$ cat config.mk
export PLATFORM = sky130hd
export DESIGN_NAME = ahb_master_single
export DESIGN_NICKNAME = d
export VERILOG_FILES = /design/src/rtl/ahb_pkg.sv /design/src/rtl/ahb_master_single.sv
export SDC_FILE = /design/constraint.sdc
export NUM_CORES = 1
export LEC_CHECK = 0
export BUFFER_PORTS_ARGS = -buffer_cell sky130_fd_sc_hd__buf_2
export CORE_ASPECT_RATIO = 1.5
export CORE_MARGIN = 2
export CORE_UTILIZATION = 41
export CTS_BUF_LIST = sky130_fd_sc_hd__clkbuf_8
export CTS_CLUSTER_DIAMETER = 200
export DETAILED_ROUTE_END_ITERATION = 16
export HOLD_SLACK_MARGIN = 0.15
export PLACE_DENSITY = 0.66
export SETUP_SLACK_MARGIN = 0.02
export SLEW_MARGIN = 0
export SYNTH_ARGS = -nofsm -noshare
export SYNTH_HDL_FRONTEND = slang
export SYNTH_SLANG_ARGS = --single-unit
$ cat constraint.sdc
create_clock -name hclk -period 4.65 [get_ports hclk]
set_input_delay 0.6975 -clock hclk [delete_from_list [all_inputs] [get_ports hclk]]
set_output_delay 0.6975 -clock hclk [all_outputs]
set_load 0.005 [all_outputs]
$ cat src/rtl/ahb_pkg.sv
// Shared AHB-Lite encodings and the single-transfer master state type.
package ahb_pkg;

  localparam logic [1:0] HTRANS_IDLE   = 2'b00;
  localparam logic [1:0] HTRANS_BUSY   = 2'b01;
  localparam logic [1:0] HTRANS_NONSEQ = 2'b10;
  localparam logic [1:0] HTRANS_SEQ    = 2'b11;

  localparam logic [2:0] HSIZE_WORD    = 3'b010;
  localparam logic [2:0] HBURST_SINGLE = 3'b000;

  localparam logic HRESP_OKAY  = 1'b0;
  localparam logic HRESP_ERROR = 1'b1;

  typedef enum logic [1:0] {
    ST_IDLE = 2'b00,
    ST_ADDR = 2'b01,
    ST_DATA = 2'b10
  } state_e;

endpackage

$ cat src/rtl/ahb_master_single.sv
// AHB-Lite initiator: one valid/ready command becomes one SINGLE NONSEQ word transfer,
// completion reported on a one-cycle rsp_valid pulse; a wait-state watchdog forces progress.
module ahb_master_single
  import ahb_pkg::*;
#(
  parameter int TIMEOUT_CYCLES = 255,
  parameter int TO_W           = 8
) (
  input  logic        hclk,
  input  logic        hresetn,
  input  logic        cmd_valid,
  output logic        cmd_ready,
  input  logic        cmd_write,
  input  logic [31:0] cmd_addr,
  input  logic [31:0] cmd_wdata,
  output logic        rsp_valid,
  output logic [31:0] rsp_rdata,
  output logic        rsp_err,
  output logic [31:0] haddr,
  output logic [1:0]  htrans,
  output logic        hwrite,
  output logic [2:0]  hsize,
  output logic [2:0]  hburst,
  output logic [31:0] hwdata,
  input  logic        hready,
  input  logic [31:0] hrdata,
  input  logic        hresp
);

  localparam logic [TO_W-1:0] TO_LAST = TO_W'(TIMEOUT_CYCLES - 1);

  state_e          state_q;
  logic [31:0]     haddr_q;
  logic [1:0]      htrans_q;
  logic            hwrite_q;
  logic [31:0]     hwdata_q;
  logic [31:0]     wdata_q;
  logic            rsp_valid_q;
  logic [31:0]     rsp_rdata_q;
  logic            rsp_err_q;
  logic [TO_W-1:0] wd_q;
  logic            wd_expired;

  // Fires on the TIMEOUT_CYCLES-th consecutive hready-low cycle of a phase.
  assign wd_expired = (TIMEOUT_CYCLES != 0) && (wd_q == TO_LAST);

  always_ff @(posedge hclk or negedge hresetn) begin
    if (!hresetn) begin
      state_q     <= ST_IDLE;
      haddr_q     <= '0;
      htrans_q    <= HTRANS_IDLE;
      hwrite_q    <= 1'b0;
      hwdata_q    <= '0;
      wdata_q     <= '0;
      rsp_valid_q <= 1'b0;
      rsp_rdata_q <= '0;
      rsp_err_q   <= 1'b0;
      wd_q        <= '0;
    end else begin
      rsp_valid_q <= 1'b0;
      case (state_q)
        ST_IDLE: begin
          wd_q     <= '0;
          htrans_q <= HTRANS_IDLE;
          if (cmd_valid) begin
            haddr_q  <= cmd_addr;
            hwrite_q <= cmd_write;
            wdata_q  <= cmd_wdata;
            htrans_q <= HTRANS_NONSEQ;
            state_q  <= ST_ADDR;
          end
        end
        ST_ADDR: begin
          if (hready) begin
            htrans_q <= HTRANS_IDLE;
            if (hwrite_q) begin
              hwdata_q <= wdata_q;
            end
            wd_q    <= '0;
            state_q <= ST_DATA;
          end else if (wd_expired) begin
            // Abort breaks the AHB hold rule on purpose: recovery from a hung slave.
            rsp_valid_q <= 1'b1;
            rsp_err_q   <= 1'b1;
            rsp_rdata_q <= '0;
            htrans_q    <= HTRANS_IDLE;
            wd_q        <= '0;
            state_q     <= ST_IDLE;
          end else begin
            wd_q <= wd_q + TO_W'(1);
          end
        end
        ST_DATA: begin
          if (hready) begin
            rsp_valid_q <= 1'b1;
            rsp_err_q   <= hresp;
            rsp_rdata_q <= hwrite_q ? 32'h0 : hrdata;
            state_q     <= ST_IDLE;
          end else if (wd_expired) begin
            rsp_valid_q <= 1'b1;
            rsp_err_q   <= 1'b1;
            rsp_rdata_q <= '0;
            htrans_q    <= HTRANS_IDLE;
            wd_q        <= '0;
            state_q     <= ST_IDLE;
          end else begin
            wd_q <= wd_q + TO_W'(1);
          end
        end
        default: begin
          htrans_q <= HTRANS_IDLE;
          state_q  <= ST_IDLE;
        end
      endcase
    end
  end

  assign cmd_ready = (state_q == ST_IDLE);
  assign haddr     = haddr_q;
  assign htrans    = htrans_q;
  assign hwrite    = hwrite_q;
  assign hsize     = HSIZE_WORD;
  assign hburst    = HBURST_SINGLE;
  assign hwdata    = hwdata_q;
  assign rsp_valid = rsp_valid_q;
  assign rsp_rdata = rsp_rdata_q;
  assign rsp_err   = rsp_err_q;

endmodule
* After elaboration in Yosys (flattened, before gate mapping)
Index checks and enable logic that the tools add are counted.
** Storage, ports and cells
- Register bits after elaboration :: 143
- Logic and storage cells :: 51
** Operators by class
- Muxes and demuxes :: 27
- Add/subtract/negate cells :: 1
- Eq/ne operators :: 6
- Reduce and logical (&&, ||, !) cells :: 7
** Operators by type and width (number)
- 2-to-1 mux 32 bit :: 4
- case mux 32 bit (2 select lines) :: 1
- 2-to-1 mux 8 bit :: 3
- case mux 8 bit (3 select lines) :: 1
- 2-to-1 mux 2 bit :: 8
- case mux 2 bit (3 select lines) :: 2
- adder 8 x 1 -> 8 bit (second input constant) :: 1
- == test 8 bit (second input constant) :: 1
- 2-to-1 mux 1 bit :: 6
- inequality test 2 bit (second input constant) :: 3
- AND reduction 2 bit :: 3
- case mux 1 bit (2 select lines) :: 2
- AND reduction 3 bit :: 1
- nonzero test 3 bit :: 1
- == test 2 x 1 -> 1 bit (second input constant) :: 1
- == test 2 bit (second input constant) :: 1
- logical NOT 2 bit :: 1
- nonzero test 2 bit :: 1

* Depth between registers and ports, before layout
Gate-level depths: netlist of the first run.
- Depth in word-level cells :: 4
- Mapped depth :: 8
- Mapped depth without buffers :: 6

* Worst setup path after synthesis of the first run
Ideal clock, no wire load.
- Path kind :: input -> register
- Start point :: input hready
- End point :: register hwdata_q[23], in the netlist hwdata[23]
- Data arrival time :: 1.550 ns
- Setup slack :: 2.975 ns
- Library setup time :: 0.125 ns
- Stages on the path :: 4
- Path through :: buf_4 nand3_1 buf_2 mux2_2
** On the way
- Word-level cells in the longest chain between the ends :: 1
** RTL lines
- start: declaration :: line ahb_master_single.sv:25 : input logic hready,
- AND reduction 3 bit (no line)
- end signal: assignment :: line ahb_master_single.sv:77 : hwdata_q <= wdata_q;
- end: declaration :: line ahb_master_single.sv:36 : logic [31:0] hwdata_q;
Every way passes these cells.
A chain may end at the register's enable or synchronous reset.

* Worst setup path in the final report of the first run
- Start point :: register state_q[0]
- End point :: register wdata_q[12]
** On the way
- Word-level cells in the longest chain between the ends :: 2
** RTL lines
- start: declaration :: line ahb_master_single.sv:32 : state_e state_q;
- start signal: assignment :: line ahb_master_single.sv:49 : state_q <= ST_IDLE;
- start signal: assignment :: line ahb_master_single.sv:70 : state_q <= ST_ADDR;
- start signal: assignment :: line ahb_master_single.sv:80 : state_q <= ST_DATA;
- logical NOT 2 bit :: line ahb_master_single.sv:61 : case (state_q)
- AND reduction 2 bit (no line)
- end signal: assignment :: line ahb_master_single.sv:68 : wdata_q <= cmd_wdata;
- end: declaration :: line ahb_master_single.sv:37 : logic [31:0] wdata_q;
Every way passes these cells.

==> results of run 1 <==
==> synth_stat cells (all sizes together) <==
master  count
dfrtp     143
inv         5
nor2       13
o32a        1
a21o        1
conb        2
o21ai       4
or2         2
nor2b       2
nand3       4
xor2        3
nor3        5
ha          6
mux2       97
nand2       9
o41ai       1
and3        2
a31o        1
xnor2       3
a22o       33
o21a        1
nand4       3
a21oi       6
buf        24
==> routing by layer <==
layer | vias to the layer above | track usage | routed length [µm]
li1 | 1709 | - | -
met2 | 144 | 0.2703 | 5896
met5 | - | 0 | 0
met4 | 0 | 0.07603 | 214
met1 | 1824 | 0.2137 | 4999
met3 | 12 | 0.04757 | 753
==> kinds of logic after synthesis <==
| family | after synthesis |
|---|---|
| flops | 143 |
| mux | 97 |
| compound gates | 48 |
| simple gates | 40 |
| buf+inv | 29 |
| fa+ha+maj | 6 |
| xor+xnor | 6 |
| other cells | 2 |
==> layout make-up <==
class | instances | area (µm²) | share of cell area
diodes | 1 | 2.502 | 0.0003505
clock buffers | 19 | 261.5 | 0.03663
clock inverters | 13 | 175.2 | 0.02454
inverters | 5 | 18.77 | 0.002629
multi-input cells | 203 | 1863 | 0.2610
flip-flops and latches | 143 | 3578 | 0.5012
well taps | 162 | 202.7 | 0.02839
repair buffers | 205 | 1037 | 0.1453
==> registers in the layout, summed over array words and instances (netlist names) <==
register   flops
haddr         32
htrans         2
hwdata        32
hwrite         1
rsp_err        1
rsp_rdata     32
rsp_valid      1
state_q        2
wd_q           8
wdata_q       32
==> power breakdown <==
group	internal, mW	switching (mW)	leakage, nW
Combinational	0.848	0.629	1.60
Clock	0.571	0.495	0.214
Sequential	1.80	0.280	1.77
==> critical path, stage by stage, from the launching register on <==
cell and delay [ns]:
dfrtp_1 0.41, inv_1 0.10, ha_1 0.27, nand2_2 0.53
buf_4 0.57, mux2_2 0.41
==> through the flow <==
| stage | total power [mW] | hold WS (ns) |
|---|---|---|
| global placement | 3.535 | 0.4615 |
| global route | 4.947 | 0.4327 |
| floorplan | 2.947 | 0.4019 |
| finish | 4.626 | 0.3614 |
| detailed placement | 3.609 | 0.4753 |
| CTS | 4.695 | 0.3938 |
==> path summary, 6_finish.rpt <==
kind                                        endpoint  slack (ns)  cells after the start
min in group hclk          rsp_rdata[18]$_DFFE_PN0P_        0.48                      2
max                          wdata_q[12]$_DFFE_PN0P_        2.25                      5
max reg2reg                  wdata_q[12]$_DFFE_PN0P_        2.25                      5
min reg2reg                   hwdata[22]$_DFFE_PN0P_        0.48                      1
min                           wdata_q[9]$_DFFE_PN0P_        0.36                      1
max in group asynchronous     wdata_q[0]$_DFFE_PN0P_        3.19                      2
==> impl_results.md, run 1 <==
- Syn Inst Count: 371
- RSZ-0062 raised after global routing: no
- Skew final: 0.01178 ns
- Inserted Clock Buffers: 17
- Largest family of logic cells by synthesized area: multiplexers
- Placed cell count: 718
- WS Path Type: flop to flop
- Initial antenna violation count: 1
- Worst slew margin: 0.2519
- Clock Pin Slew Worst Setup and Hold Paths: 0.09 ns
- Crit path from: state_q[0]$_DFFE_PN0P_
- Gr usage total: 0.1691
- Synth Area in XOR/XNOR: 0.009404
- Post-Synth Simple-Gate Area: 0.03627
- R2r startpoint: state_q[0]$_DFFE_PN0P_
- Area post-placement: 6700 µm²
- Commonest cells after routing, fill and taps aside: buf_2 (202), dfrtp_1 (143), mux2_2 (91)
- Largest net degree at the start of global routing: 108
- Fin worst setup slack: 2.247 ns
- Top cells by area, synth: dfrtp_1 (64%), mux2_2 (18%), a22o_1 (5.2%), ha_1 (1.3%), buf_2 (1.3%)
- Cell area after layout: 7139 µm²
- Global-route wire length before repair: 19.67 mm
- Post-synth top area share: 0.6404
- Die Width: 99.32 µm
- Final core occ: 0.5327
- Full die area: 14600 µm²
- Post-CTS setup buffer count: 0
- TritonRoute pass-1 iters: 4
- Synth area leader: dfrtp_1
- Leakage: 3.588 nW
- CTS tree: done
- Max Freq: 416.1 MHz
- Drt drc: 0
- Min Tclk post-route: 2.403 ns
- Area of the core: 13400 µm²
- Cts hold-fix bufs: 0
- Vias/cell: 4.912
- Number of I/O pins: 210
- Initial Util: 0.4169
- Worst-path fanout max: 39
- Crit start category: flop
- Commonest non-fill, non-tap cell in the layout: buf_2
- Layout Cells excl Fill: 751
- Seq/Total Area, Yosys: 0.6404
- Synth Warn #: 0
- GPL Wtd Cong: 0.7558
- WP data arrival: 2.73 ns
- Critical Path End Type: flop
- DP HPWL: 8.336 mm
- Mux cell area share after synthesis: 0.1955
- Worst endpoint required time: 4.97 ns
- Period utilization: 0.5168
- Worst skew pair latency: 0.43 ns
- Clock root buffer: clkbuf_8
- Via count: 3689
- Post-synthesis register bit count: 143
- Layout Nets: 683
- Initial DRC Count: 117
- Adder-cell share of the synthesized area: 0.01343
- Yosys cell types: 32
- Worst-Margin Slew: 1.119 ns
- Status: finished clean
- Share of layout cells above drive strength 1: 0.5748
- Maxcap violations: 0
- Vias in the first global route: 3921
- Area grow syn2layout: 27.77%
- Routed WL per cell: 15.80 µm
- Cell area after synthesis: 5588 µm²
- # port buffers: 203
- Final Hold Violating Endpoints: 0
- # fillers: 1201
- DP Worst Slack: 2.181 ns
- Final number of setup-violating endpoints: 0
- Setup_tns: 0 ns
- Die H: 147.0 µm
- Total global routing overflow: 0
- CTS max path bufs: 2
- Worst vdd ir: 0.0003233 V
- Final ANT Viol Nets: 0
- WL final: 11.86 mm
- Slew Viols, Final: 0
- H-tree levels: 4
- Power Density: 647.9 nW/µm²
- HP Class: input pin to asynchronous set/reset pin
- # resized after CTS: 0
- Post-synthesis compound-gate area fraction: 0.07232
- Syn Area/Cell: 15.06 µm²
- Row cnt: 52
- CTS sink cnt: 143
Power figures use the tool's default switching activity.
==> run 2: changes to the inputs <==
--- a/config.mk
+++ b/config.mk
@@ -13,7 +13,7 @@
 export CTS_CLUSTER_DIAMETER = 200
 export DETAILED_ROUTE_END_ITERATION = 16
 export HOLD_SLACK_MARGIN = 0.15
-export PLACE_DENSITY = 0.66
+export PLACE_DENSITY = 0.68
 export SETUP_SLACK_MARGIN = 0.02
 export SLEW_MARGIN = 0
 export SYNTH_ARGS = -nofsm -noshare
==> constraint.sdc (replaced) <==
create_clock -name hclk -period 2.1 [get_ports hclk]
set_input_delay 0.315 -clock hclk [delete_from_list [all_inputs] [get_ports hclk]]
set_output_delay 0.315 -clock hclk [all_outputs]
set_load 0.005 [all_outputs]
==> run 2 against run 1 <==
Compared with the run above:
- routed wire length increased by 17%
- die area unchanged
- design area increased by 15%
- utilization increased by 7.8 points
- cell count increased by 14%
- critical path depth increased by 1
- sequential share of layout area decreased by 6.4 points
- clock skew about the same
- critical endpoint is now rsp_rdata[29]$_DFFE_PN0P_
==> impl_results.md, run 2 (synthesis gave the netlist of run 1 again) <==
- Die Width: 99.32 µm
- Initial DRC Count: 111
- Post-CTS setup buffer count: 0
- Largest net degree at the start of global routing: 60
- Worst Reg-to-Reg Cells: 6
- Final number of setup-violating endpoints: 0
- Worst Setup EP: rsp_rdata[29]$_DFFE_PN0P_
- Drt drc: 0
- Routed WL per cell: 16.30 µm
- Full die area: 14600 µm²
- Routed met2 length: 7.454 mm
- Slew Viols, Final: 0
- Worst-Margin Slew: 0.8542 ns
- Initial antenna violation count: 1
- Crit path from: state_q[0]$_DFFE_PN0P_
- Seq pwr share: 0.446
- Sw Pwr: 3.199 mW
- Worst skew pair latency: 0.43 ns
- WP data arrival: 2.20 ns
- Final ANT Viol Nets: 0
- Layout Nets: 787
- Leakage: 4.043 nW
- Via count: 4219
- WL met3: 825 µm
- TritonRoute pass-1 iters: 4
- Register-to-register path setup slack: 0.22 ns
- Period utilization: 0.8934
- Worst slew margin: 0.4284
- Switching share of power: 0.3073
- Met1 wire length: 5.242 mm
- Critical path buffer and inverter count: 1
- Share of layout cells above drive strength 1: 0.4949
- Row cnt: 52
- Initial Util: 0.4169
- Clock Pin Slew Worst Setup and Hold Paths: 0.08 ns
- Vias/cell: 4.940
- Worst vdd ir: 0.0005582 V
- Total global routing overflow: 0
- Comb pwr share: 0.339
- Area taken by multi-input logic gates: 1866 µm²
- Worst endpoint required time: 2.42 ns
- Vias in the first global route: 4625
- Area grow syn2layout: 46.46%
- Skew final: 0.01222 ns
- H-tree levels: 4
- Crit path max-delay cell type: dfrtp_1
- Reg-to-reg critical path endpoint: rsp_rdata[29]$_DFFE_PN0P_
- Crit-path cells: inv_1, ha_1, nor2_1, a21oi_1, o21ai_4, a22o_1
- Min Tclk post-route: 1.876 ns
- # port buffers: 203
- Die H: 147.0 µm
- CTS tree: done
- Area of the core: 13400 µm²
- Register area: 3578 µm²
- Gr usage total: 0.1990
- Critical Path End Type: flop
- Layout Cells excl Fill: 854
- Clock network fraction of total power: 0.214
- Crit start category: flop
- GPL Wtd Cong: 0.7788
- Global-route wire length before repair: 22.76 mm
- WS Path Type: flop to flop
- RSZ-0062 raised after global routing: no
- HP Class: input pin to flop
- Commonest cells after routing, fill and taps aside: buf_2 (202), dfrtp_1 (143), dlygate4sd3_1 (99)
- WL final: 13.92 mm
- Status: finished clean
- Number of cells on the critical path: 6
- Placed cell count: 723
- Power Density: 1272 nW/µm²
- CP top delay family: compound AO/OA/AOI/OAI gates
- Worst-path fanout max: 33
- Clock root buffer: clkbuf_8
- Max stage delay on crit path: 0.44 ns
- Number of I/O pins: 210
- Commonest non-fill, non-tap cell in the layout: buf_2
- Int Pwr: 7.213 mW
- CTS max path bufs: 2
- R2r startpoint: state_q[0]$_DFFE_PN0P_
- Final Hold Violating Endpoints: 0
- Inserted Clock Buffers: 17
- Max Freq: 533.0 MHz
- DP HPWL: 8.621 mm
- Highest metal used: met4
- Setup_tns: 0 ns
- # fillers: 1015
- CTS sink cnt: 143
- Maxcap violations: 0
run 2: changes by cell type in the layout (fill, tap and decap cells not counted), moves of 2 or more:
| cell | delta |
|---|---|
| dlygate4sd3_1 | +99 |
| buf_12 | +4 |
| clkinv_2 | +4 |
| inv_6 | -3 |
| clkbuf_8 | -2 |
| clkinvlp_4 | -2 |
run 2: worst min path at each step:
| stage | slack, ns | cells after the start | end | from |
|---|---|---|---|---|
| 6_report | 0.26 | 4 | state_q[1]$_DFFE_PN0P_ | cmd_valid |
| 5_1_grt | 0.25 | 4 | state_q[1]$_DFFE_PN0P_ | cmd_valid |
| 4_1_cts | 0.23 | 4 | state_q[1]$_DFFE_PN0P_ | cmd_valid |
| 3_5_place_dp | 0.33 | 1 | wdata_q[10]$_DFFE_PN0P_ | hresetn |
| 3_3_place_gp | 0.32 | 1 | hwdata[11]$_DFFE_PN0P_ | hresetn |
| 2_1_floorplan | 0.02 | 0 | haddr[0]$_DFFE_PN0P_ | hresetn |
run 2: metal layers:
layer,vias to the layer above,GRT usage
li1,1926,-
met1,2100,0.2172
met2,163,0.3524
met3,30,0.06042
met4,0,0.08699
met5,-,0
run 2: worst register-to-register path: stages (launching register included):
cell and delay [ns]:
dfrtp_1 0.44, inv_1 0.12, ha_1 0.28, nor2_1 0.10, a21oi_1 0.21, o21ai_4 0.27
a22o_1 0.34
run 2: power by group through the flow:
stage          Combinational (mW)  Sequential, mW  Clock [mW]
2_1_floorplan                1.86            4.66           0
3_3_place_gp                 3.29            4.59           0
3_5_place_dp                 3.40            4.66           0
4_1_cts                      3.55            4.62        2.30
5_1_grt                      3.87            4.80        2.43
6_report                     3.53            4.65        2.23
run 2: final cells by class:
class,instances,area share
Sequential cell,143,0.4372
Timing Repair Buffer,309,0.2585
Multi-Input combinational cell,203,0.2279
Clock buffer,17,0.02859
Tap cell,162,0.02477
Clock inverter,14,0.02033
Inverter,5,0.002293
Antenna cell,1,0.0003058
run 2: per-stage QoR:
stage	util	power [mW]	area, µm²	worst slack [ns]	hold WS (ns)
3_5_place_dp	0.5064	8.064	6788	0.1875	0.3339
2_1_floorplan	-	6.525	5603	0.4662	0.01941
4_1_cts	0.6103	10.48	8179	0.1898	0.2326
5_1_grt	0.6104	11.10	8182	0.02291	0.2458
3_3_place_gp	0.5064	7.878	6788	0.2875	0.3201
6_report	0.6106	10.41	8184	0.2239	0.2581
run 2: repair_timing:
item	CTS	global route
endpoints found under the hold margin	155	0
setup endpoints to repair	0	30
resized for setup	0	1
hold buffers	99	0
==> run 3: changes to the inputs <==
--- a/config.mk
+++ b/config.mk
@@ -8,12 +8,12 @@
 export BUFFER_PORTS_ARGS = -buffer_cell sky130_fd_sc_hd__buf_2
 export CORE_ASPECT_RATIO = 1.5
 export CORE_MARGIN = 2
-export CORE_UTILIZATION = 41
+export CORE_UTILIZATION = 28
 export CTS_BUF_LIST = sky130_fd_sc_hd__clkbuf_8
 export CTS_CLUSTER_DIAMETER = 200
 export DETAILED_ROUTE_END_ITERATION = 16
 export HOLD_SLACK_MARGIN = 0.15
-export PLACE_DENSITY = 0.68
+export PLACE_DENSITY = 0.49
 export SETUP_SLACK_MARGIN = 0.02
 export SLEW_MARGIN = 0
 export SYNTH_ARGS = -nofsm -noshare
==> run 3 against run 2 <==
Compared with the run above:
- sequential cell count stayed put
- design area rose by 1.7%
- die area rose by 45%
- sequential share of layout area fell by 0.71 points
- utilization shrank 19 points
- clock skew shrank 0.0015 ns
- routed wire length increased by 1.7%
- critical path type unchanged
- critical endpoint is now rsp_rdata[25]$_DFFE_PN0P_
- largest power group unchanged
==> impl_results.md, run 3 (synthesis gave the netlist of run 1 again) <==
- Share of layout cells above drive strength 1: 0.4964
- GPL Wtd Cong: 0.7651
- Slew Viols, Final: 0
- Layout Nets: 788
- Setup_tns: 0 ns
- Worst-path fanout max: 16
- Vias/cell: 4.360
- Hold Crit Start: cmd_valid
- Number of I/O pins: 210
- Final ANT Viol Nets: 0
- Power Density: 1242 nW/µm²
- GR Layer Usage met1: 0.1473
- Final number of setup-violating endpoints: 0
- Via count: 4159
- Gr usage total: 0.1354
- Area of the core: 19710 µm²
- H-tree levels: 4
- Vias in the first global route: 4540
- Full die area: 21130 µm²
- Area taken by multi-input logic gates: 1883 µm²
- Clock root buffer: clkbuf_8
- Inserted Clock Buffers: 17
- HP Class: input pin to flop
- WP data arrival: 2.25 ns
- RSZ-0062 raised after global routing: no
- CTS sink cnt: 143
- Busiest grt layer: met2
- WL final: 14.17 mm
- Die H: 177.0 µm
- R2r startpoint: state_q[0]$_DFFE_PN0P_
- Max stage delay on crit path: 0.42 ns
- Worst skew pair latency: 0.44 ns
- Die Width: 119.3 µm
- Critical Path End Type: flop
- Final Hold Violating Endpoints: 0
- TritonRoute pass-1 iters: 4
- Status: finished clean
- DP HPWL: 9.269 mm
- Crit path from: state_q[0]$_DFFE_PN0P_
- Initial Util: 0.2836
- WS Path Type: flop to flop
- Worst endpoint required time: 2.43 ns
- CTS tree: done
- Period utilization: 0.9131
- Worst-Margin Slew: 0.7612 ns
- Area grow syn2layout: 48.88%
- Initial antenna violation count: 1
- Skew final: 0.01071 ns
- Largest net degree at the start of global routing: 51
- Min Tclk post-route: 1.918 ns
- Row cnt: 63
- Initial DRC Count: 143
- Routed WL per cell: 14.85 µm
- Hold WS: 0.2702 ns
- Critical path buffer and inverter count: 1
- CTS max path bufs: 2
- Crit start category: flop
- Total global routing overflow: 0
- Register area: 3578 µm²
- Clock Pin Slew Worst Setup and Hold Paths: 0.08 ns
- # fillers: 1866
- Drt drc: 0
- Crit-path cells: inv_1, ha_1, nor2_1, a21oi_2, o21ai_2, a22o_1
- GR Util met3: 0.04607
- CP top delay family: compound AO/OA/AOI/OAI gates
- Worst vdd ir: 0.0004741 V
- Worst slew margin: 0.4925
- Crit path max-delay cell type: dfrtp_1
- Maxcap violations: 0
- Leakage: 4.030 nW
- Routing usage on met2: 0.2368
- # port buffers: 203
- Commonest non-fill, non-tap cell in the layout: buf_2
- Max Freq: 521.5 MHz
- Global-route wire length before repair: 22.37 mm
- Commonest cells after routing, fill and taps aside: buf_2 (202), dfrtp_1 (143), dlygate4sd3_1 (99)
-- run 3: layout make-up --
class                      count  share of cell area
multi-input combinational    204              0.2264
tap                          260             0.03910
timing repair buffer         309              0.2558
antenna                        1           0.0003008
sequential                   143              0.4301
clock buffer                  17             0.02812
clock inverter                15             0.01790
inverter                       5            0.002256
-- run 3: power breakdown --
| group | switching [mW] | internal (mW) | leakage (nW) |
|---|---|---|---|
| Sequential | 0.629 | 3.99 | 1.77 |
| Combinational | 1.52 | 2.07 | 2.07 |
| Clock | 1.08 | 1.05 | 0.188 |
-- run 3: timing repair --
action | 4_1_cts | 5_1_grt
setup endpoints to repair | 0 | 23
setup buffers | 0 | 0
endpoints found under the hold margin | 145 | 0
resized for setup | 0 | 2
hold buffers | 99 | 0
-- run 3: final timing paths --
kind,end,slack (ns),depth (start not counted)
setup / recovery,rsp_rdata[25]$_DFFE_PN0P_,0.18,6
hold / removal,state_q[1]$_DFFE_PN0P_,0.27,4
setup reg to reg,rsp_rdata[25]$_DFFE_PN0P_,0.18,6
hold reg to reg,hwdata[22]$_DFFE_PN0P_,0.48,1
max in group asynchronous,haddr[19]$_DFFE_PN0P_,1.06,3
min in group asynchronous,wdata_q[12]$_DFFE_PN0P_,0.38,2
-- run 3: metal layers --
layer	wire length (µm)	part of all wire
met1	5459	0.39
met2	7459	0.53
met5	0	0
met4	314	0.022
met3	932	0.066
-- run 3: worst reg2reg max path: stages (launching register included) --
cell	delay [ns]
dfrtp_1	0.42
inv_1	0.12
ha_1	0.28
nor2_1	0.12
a21oi_2	0.26
o21ai_2	0.30
a22o_1	0.31
-- run 3: metrics by stage --
step / setup slack, ns / cell area (µm²) / std cells / total power [mW] / util
floorplan: 0.4662 / 5603 / 375 / 6.525 / -
global placement: 0.2534 / 6928 / 821 / 7.962 / 0.3516
detailed placement: 0.1949 / 6928 / 821 / 8.125 / 0.3516
CTS: 0.1735 / 8302 / 952 / 10.48 / 0.4213
global route: 0.06334 / 8317 / 953 / 11.08 / 0.4220
finish: 0.1824 / 8319 / 954 / 10.33 / 0.4222
